<file path="src/rtl/sevenseg_scan_driver.sv">
// Time-multiplexed N-digit seven-segment driver with double-buffered digit data,
// a per-slot dead cycle against ghosting, and selectable CC/CA polarity.
module sevenseg_scan_driver #(
  parameter int NUM_DIGITS   = 4,
  parameter int REFRESH_DIV  = 1000,
  parameter int COMMON_ANODE = 0,
  parameter int HEX_MODE     = 1
) (
  input  logic                    clk,
  input  logic                    rst_n,
  input  logic                    load,
  input  logic [4*NUM_DIGITS-1:0] data_in,
  input  logic [NUM_DIGITS-1:0]   blank_in,
  input  logic [NUM_DIGITS-1:0]   dp_in,
  output logic [6:0]              seg_out,
  output logic                    dp_out,
  output logic [NUM_DIGITS-1:0]   digit_en,
  output logic                    update_pending,
  output logic                    frame_done
);

  localparam int PRE_W = $clog2(REFRESH_DIV);
  localparam int IDX_W = $clog2(NUM_DIGITS);
  localparam logic INV = (COMMON_ANODE != 0);
  localparam logic [PRE_W-1:0] PRE_LAST = PRE_W'(REFRESH_DIV - 1);
  localparam logic [IDX_W-1:0] IDX_LAST = IDX_W'(NUM_DIGITS - 1);
  localparam logic [6:0] DASH = 7'b0000001;

  logic [PRE_W-1:0] prescaler;
  logic [IDX_W-1:0] idx;
  logic tick;
  logic boundary;
  logic boundary_q;

  logic [4*NUM_DIGITS-1:0] active_data;
  logic [NUM_DIGITS-1:0]   active_blank;
  logic [NUM_DIGITS-1:0]   active_dp;
  logic [4*NUM_DIGITS-1:0] shadow_data;
  logic [NUM_DIGITS-1:0]   shadow_blank;
  logic [NUM_DIGITS-1:0]   shadow_dp;

  logic [3:0]            cur_code;
  logic                  cur_blank;
  logic                  cur_dp;
  logic [NUM_DIGITS-1:0] sel;
  logic [6:0]            seg_next;
  logic                  dp_next;
  logic [NUM_DIGITS-1:0] en_next;

  function automatic logic [6:0] glyph(input logic [3:0] code);
    logic [6:0] g;
    g = DASH;
    case (code)
      4'h0: g = 7'b1111110;
      4'h1: g = 7'b0110000;
      4'h2: g = 7'b1101101;
      4'h3: g = 7'b1111001;
      4'h4: g = 7'b0110011;
      4'h5: g = 7'b1011011;
      4'h6: g = 7'b1011111;
      4'h7: g = 7'b1110000;
      4'h8: g = 7'b1111111;
      4'h9: g = 7'b1111011;
      4'ha: g = 7'b1110111;
      4'hb: g = 7'b0011111;
      4'hc: g = 7'b1001110;
      4'hd: g = 7'b0111101;
      4'he: g = 7'b1001111;
      4'hf: g = 7'b1000111;
    endcase
    if (HEX_MODE == 0 && code > 4'd9) g = DASH;
    return g;
  endfunction

  assign tick     = (prescaler == PRE_LAST);
  assign boundary = tick && (idx == IDX_LAST);

  always_ff @(posedge clk or negedge rst_n) begin
    if (!rst_n) begin
      prescaler <= '0;
      idx       <= '0;
    end else begin
      prescaler <= tick ? '0 : prescaler + 1'b1;
      if (tick) idx <= (idx == IDX_LAST) ? '0 : idx + 1'b1;
    end
  end

  // A load landing exactly on the frame boundary bypasses the shadow so it is not lost a frame.
  always_ff @(posedge clk or negedge rst_n) begin
    if (!rst_n) begin
      active_data    <= '0;
      active_blank   <= '0;
      active_dp      <= '0;
      shadow_data    <= '0;
      shadow_blank   <= '0;
      shadow_dp      <= '0;
      update_pending <= 1'b0;
    end else if (load && boundary) begin
      active_data    <= data_in;
      active_blank   <= blank_in;
      active_dp      <= dp_in;
      update_pending <= 1'b0;
    end else begin
      if (boundary && update_pending) begin
        active_data    <= shadow_data;
        active_blank   <= shadow_blank;
        active_dp      <= shadow_dp;
        update_pending <= 1'b0;
      end
      if (load) begin
        shadow_data    <= data_in;
        shadow_blank   <= blank_in;
        shadow_dp      <= dp_in;
        update_pending <= 1'b1;
      end
    end
  end

  always_comb begin
    cur_code  = '0;
    cur_blank = 1'b0;
    cur_dp    = 1'b0;
    sel       = '0;
    seg_next  = '0;
    dp_next   = 1'b0;
    en_next   = '0;
    for (int k = 0; k < NUM_DIGITS; k++) begin
      if (idx == IDX_W'(k)) begin
        cur_code  = active_data[4*k +: 4];
        cur_blank = active_blank[k];
        cur_dp    = active_dp[k];
        sel[k]    = 1'b1;
      end
    end
    // First cycle of every slot stays dark so the previous digit's segments cannot ghost.
    if (prescaler != '0) begin
      en_next = sel;
      if (!cur_blank) begin
        seg_next = glyph(cur_code);
        dp_next  = cur_dp;
      end
    end
  end

  always_ff @(posedge clk or negedge rst_n) begin
    if (!rst_n) begin
      seg_out    <= {7{INV}};
      dp_out     <= INV;
      digit_en   <= {NUM_DIGITS{INV}};
      boundary_q <= 1'b0;
      frame_done <= 1'b0;
    end else begin
      seg_out    <= seg_next ^ {7{INV}};
      dp_out     <= dp_next ^ INV;
      digit_en   <= en_next ^ {NUM_DIGITS{INV}};
      boundary_q <= boundary;
      frame_done <= boundary_q;
    end
  end

endmodule
</file>
<file path="config.mk">
export PLATFORM = sky130hd
export DESIGN_NAME = sevenseg_scan_driver
export DESIGN_NICKNAME = d
export VERILOG_FILES = /design/src/rtl/sevenseg_scan_driver.sv
export SDC_FILE = /design/constraint.sdc
export NUM_CORES = 1
export LEC_CHECK = 0
export BUFFER_PORTS_ARGS = -buffer_cell sky130_fd_sc_hd__buf_4
export CAP_MARGIN = 20
export CORE_ASPECT_RATIO = 0.5
export CORE_MARGIN = 10
export CORE_UTILIZATION = 52
export DETAILED_ROUTE_END_ITERATION = 16
export PLACE_DENSITY = 0.75
export SKIP_CTS_REPAIR_TIMING = 1
export SLEW_MARGIN = 30
export SYNTH_ARGS = -nofsm -noshare
export SYNTH_HDL_FRONTEND = slang
export SYNTH_SLANG_ARGS = --single-unit
</file>
<file path="constraint.sdc">
create_clock -name clk -period 2.36 [get_ports clk]
set_clock_uncertainty 0.15 [all_clocks]
set_input_delay 0.236 -clock clk [delete_from_list [all_inputs] [get_ports clk]]
set_output_delay 0.236 -clock clk [all_outputs]
set_load 0.01 [all_outputs]
</file>
# Word-level counts from Yosys, hierarchy flattened
# Memories as Yosys holds them, arrays and structs flattened.
# Index checks and enable logic that the tools add are counted.
# Widths: inputs -> output; s select.
[word_totals]
n_memories = 1
mem_bits_ro = 112
regBits = 75
wordCells = 62
[mem_list]
columns = ["name", "words", "width", "read_ports", "rd_ports_with_merged_regs", "write_ports", "line", "text"]
rows = [
  ["(no name shown)", 16, 7, 1, 0, 0, "53", "case (code)"],
]
[op_classes]
n_mux = 32
n_addsub = 2
bitwise_logic = 1
n_reduce_logical = 8
n_eq_ne = 4
[op_table]
columns = ["op", "n"]
rows = [
  ["$mux 4", 9],
  ["$mux 16", 2],
  ["$mux 1", 17],
  ["$mux 7", 2],
  ["$add 10x1->10 const B", 1],
  ["$eq 10x10->1 const B", 1],
  ["$mux 10", 1],
  ["$reduce_bool 10->1", 1],
  ["$eq 2x2->1 const B", 2],
  ["$logic_and 1x1->1", 3],
  ["$reduce_bool 3->1", 1],
  ["$add 2x1->2 const B", 1],
  ["$eq 2x1->1 const B", 1],
  ["$logic_not 2->1", 1],
  ["$mux 2", 1],
  ["$reduce_and 2->1", 1],
  ["$reduce_bool 2->1", 1],
  ["$not 1->1", 1],
]

# Logic depth before layout (Yosys ltp)
# An unclocked memory read counts as a cell.
[logic_depth]
word_depth = 8
ltp_mapped = 11
ltp_nobuf = 10

# Worst setup path after synthesis
# Ideal clock, no wire load.
[synth_timing]
path_type = "register to register"
startpoint = "register idx[0]"
endpoint = "register seg_out[0]"
setup_ps = 65
required_time_ps = 2145
path_stages_with_launch = 11
slack_ps = -27
n_path_buf = 1
arrival_time_ps = 2172
path_cell_list = "dfrtp_1 -> ha_1 -> clkbuf_1 -> inv_1 -> nand2_1 -> o221ai_1 -> inv_1 -> ha_1 -> nand2_1 -> a21boi_0 -> o21a_1"
[synth_between]
elab_chain_cells = 8
elab_cells_between_ends = 15
classes_between = "eq/ne (3); mux (10); reduce/logical (1); memory (1)"
[synth_lines]
columns = ["item", "line", "text"]
rows = [
  ["from (decl)", "30", "logic [IDX_W-1:0] idx;"],
  ["from (signal assigned)", "84", "if (tick) idx <= (idx == IDX_LAST) ? '0 : idx + 1'b1;"],
  ["$logic_not 2->1", "128", "if (idx == IDX_W'(k)) begin"],
  ["$mux 4 (4 in a row)", "128", ""],
  ["$mem_v2 16x7", "--", ""],
  ["$mux 7 (*)", "138", "if (!cur_blank) begin"],
  ["$mux 7 (*)", "136", "if (prescaler != '0) begin"],
  ["named net seg_next[0]", "46", "logic [6:0] seg_next;"],
  ["to (signal assigned)", "147", "seg_out <= {7{INV}};"],
  ["to (signal assigned)", "153", "seg_out <= seg_next ^ {7{INV}};"],
  ["to (decl)", "15", "output logic [6:0] seg_out,"],
]
# The timed path passes the listed nets; every way through them passes the cells marked *.
# A chain may end at the register's enable or synchronous reset.

# Worst setup path in the final report
[layout_timing]
startpoint = "register idx[0]"
endpoint = "register seg_out[2]"
# The elaborated chain is that of the path after synthesis.

==> impl_results.md <==
- Result of the run: complete, but fails checks
- Violations in the final reports: negative hold slack
- Worst voltage drop across the vdd grid: 0.0004758 V
- Clock latency on the worst-skew pair: 340 ps
- Final min period: 2318 ps
- Cells after synthesis: 319
- Overall power consumption: 0.002847 W
- Global-route wire length before repair: 12.64 mm
- Number of antenna cells inserted: 0
- Detailed-route vias per instance: 5.664
- IO buf count: 40
- Clock sink count: 75
- Required time worst endpoint: 2410 ps
- Final WL: 8.394 mm
- Synthesized flop and latch total: 75
- Number of DRC violations after detailed-routing iteration 0: 181
- Busiest grt layer: met2
- Hpwl dp: 5.361 mm
- Core outline area: 0.006648 mm²
- Overall overflow remaining after global route: 0
- Number of nets still failing antenna checks after routing: 0
- F_max: 431.5 MHz
- Type of origin of the critical path: register
- Type of the worst setup path: register to register
- Clock-pin slew reported for the worst setup and hold paths after clock tree synthesis: 50 ps
- Critical path's largest stage delay: 430 ps
- Number of nets in the synthesized netlist: 358
- Root Buffer Master: sky130_fd_sc_hd__clkbuf_16
- Via count: 2781
- Endpoint class of the critical path: register
- Slack of the critical path: 42.43 ps
- Met1 track demand over resource in global routing: 0.1892
- Layout overhead on the synthesized area: 31.72%
- Netlist Area Pre-Place: 0.003531 mm²
- Slew margin rel.: 0.4817
- Power density of the placed cells: 612.1 mW/mm²
- Layout Nets: 436
- Y dimension of the die: 78.27 µm
- Pre-Repair DR Iteration Count: 5
- Cells along the critical path: inv_2, ha_2, buf_4, a21oi_1, a221o_1, o211ai_1, o21bai_1, a21oi_1
- Slew at the pin with the worst max-slew slack: 774.1 ps
- TritonCTS clock tree: done
- Count of final max-slew check failures: 0
- Synth warn: 0
- Most common flop cell mapped by yosys: sky130_fd_sc_hd__dfrtp_1
- Met3 global-route usage: 0.06925
- Avg Synthesized Cell Area: 11.07 µm²
- Global-route total usage across every layer: 0.1486
- Final cycle utilization of the critical path: 0.9820
- Fraction of registers with async set/reset: 1.000
- Setup-failing EPs final: 0
- Total number of H-tree levels: 3
- Effective utilization at floorplan: 0.5311
- Met2 GRT Util: 0.2181
- Area of the die: 0.01069 mm²
- Mean routed wirelength per cell: 17.10 µm
- Worst hold path type: input pin to register
- Final Hold Slack: -7.122 ps
- Cell with the largest stage delay on the worst path: sky130_fd_sc_hd__dfrtp_1
- Layout cell share with drive strength beyond 1: 0.2531
- Cell repeated most along the worst path: sky130_fd_sc_hd__a21oi_1
- Number of synthesized flops with an enable pin: 0
- Sequential fraction of the synthesis area: 0.5315
- Via count of the first global-routing pass: 2678
- Count of distinct cell types in the synthesized netlist: 48
- Count of maximum capacitance violations: 0
- Worst setup slack after placement: -76.53 ps
- Highest net fanout along the worst path: 8
- Maximum number of pins on one net before global-route repair: 76
- Number of top-level pins: 41
- Crit path arrival time: 2370 ps
- Initial antenna violation count: 0
- Placer congestion estimate: 0.8128
- Chip Width: 136.5 µm
- CTS max path bufs: 2
- DRC violation count after routing: 0
- Final Hold Vio Count: 2
- Core Rows: 21
- Inserted Clock Buffers: 9
- Leakage power: 2.121 nW
## power by group
| part | total (W) | switching (W) | internal [W] |
|---|---|---|---|
| combinational | 0.000150 | 0.0000679 | 0.0000818 |
| clock | 0.00135 | 0.000489 | 0.000857 |
| sequential | 0.00135 | 0.0000222 | 0.00133 |
## Yosys cell counts (4+ instances only)
cell	number	area [µm²]
sky130_fd_sc_hd__dfrtp_1	75	1877
sky130_fd_sc_hd__inv_1	32	120.1
sky130_fd_sc_hd__o221ai_1	26	227.7
sky130_fd_sc_hd__o21ai_0	25	125.1
sky130_fd_sc_hd__nand2_1	21	78.83
sky130_fd_sc_hd__mux2_1	20	225.2
sky130_fd_sc_hd__nor2_1	15	56.30
sky130_fd_sc_hd__ha_1	12	150.1
sky130_fd_sc_hd__clkbuf_1	9	33.78
sky130_fd_sc_hd__a21oi_1	8	40.04
sky130_fd_sc_hd__nand3_1	6	30.03
sky130_fd_sc_hd__a211oi_1	4	30.03
sky130_fd_sc_hd__mux2_2	4	45.04
sky130_fd_sc_hd__nand3b_1	4	30.03
sky130_fd_sc_hd__nor2b_1	4	25.02
sky130_fd_sc_hd__o21ai_1	4	20.02
sky130_fd_sc_hd__xor2_1	4	35.03
## layout make-up
type	count	area, µm²
Fill cell	464	1997
Sequential cell	75	1877
Inverter	32	120.1
Timing Repair Buffer	85	743.2
Clock inverter	2	37.54
Tap cell	92	115.1
Multi-Input combinational cell	194	1505
Clock buffer	11	252.7
## sequential cells by signal (all words and copies together), names as in the netlist
signal          cells
shadow_dp           4
shadow_blank        4
seg_out             7
idx                 2
active_blank        4
active_data        16
frame_done          1
shadow_data        16
dp_out              1
active_dp           4
boundary_q          1
digit_en            4
update_pending      1
prescaler          10
## cell families after synthesis
kind of cell	synth area share
compound gates	0.1609
flops	0.5315
simple gates	0.1028
buf+inv	0.06804
mux	0.07938
fa+ha+maj	0.04252
xor+xnor	0.01488
## per-stage QoR
stage               TNS (ps)  instance area (µm²)  instances  hold slack (ps)  utilization
global route          -94.76                 4651        491            3.203       0.6996
global placement           0                 3936        446            184.2       0.5921
floorplan                  0                 3537        319           -209.6            -
CTS                   -182.3                 4227        459           -83.20       0.6358
detailed placement    -102.4                 3936        446            208.8       0.5921
finish                     0                 4651        491           -7.122       0.6996
## cell usage in the layout (no fill, tap or decap), types with 3 or more instances in the layout
master,n
sky130_fd_sc_hd__nand3b_1,4
sky130_fd_sc_hd__and2_1,3
sky130_fd_sc_hd__nand2b_1,3
sky130_fd_sc_hd__nor2b_1,4
sky130_fd_sc_hd__mux2_2,4
sky130_fd_sc_hd__o221ai_1,24
sky130_fd_sc_hd__ha_2,4
sky130_fd_sc_hd__o21ai_1,4
sky130_fd_sc_hd__xor2_1,4
sky130_fd_sc_hd__clkbuf_16,10
sky130_fd_sc_hd__a21oi_1,7
sky130_fd_sc_hd__dfrtp_1,75
sky130_fd_sc_hd__mux2_1,20
sky130_fd_sc_hd__inv_1,28
sky130_fd_sc_hd__buf_6,6
sky130_fd_sc_hd__nor3_1,3
sky130_fd_sc_hd__buf_4,54
sky130_fd_sc_hd__inv_2,4
sky130_fd_sc_hd__dlygate4sd3_1,22
sky130_fd_sc_hd__nand2_1,21
sky130_fd_sc_hd__nand3_1,6
sky130_fd_sc_hd__nor2_1,14
sky130_fd_sc_hd__o21ai_0,25
sky130_fd_sc_hd__ha_1,6
sky130_fd_sc_hd__o211ai_1,3
## layer usage
| metal | share of wire | vias to the layer above | wire length [µm] |
|---|---|---|---|
| li1 | - | 1288 | - |
| met1 | 0.45 | 1392 | 3799 |
| met2 | 0.46 | 86 | 3892 |
| met3 | 0.069 | 15 | 582 |
| met4 | 0.014 | 0 | 120 |
| met5 | 0 | - | 0 |
## final timing paths
path / from / endpoint / slack, ps / cells after the start
max in group asynchronous: rst_n / seg_out[2] / 1260 / 2
max: idx[0] / seg_out[2] / 40 / 8
max reg2reg: idx[0] / seg_out[2] / 40 / 8
min reg2reg: boundary_q / frame_done / 210 / 0
min: dp_in[3] / shadow_dp[3] / -7 / 2
min in group asynchronous: rst_n / shadow_data[7] / 350 / 2
## worst max-delay path: cells and delay by family, from the launching register on
kind / cells / cell delay [ps]
AOI/OAI and AO/OA: 5 / 1080
DFF: 1 / 430
buffers and inverters: 2 / 280
adders and majority gates: 1 / 240
No activity file was read; power rests on OpenSTA's default activity.
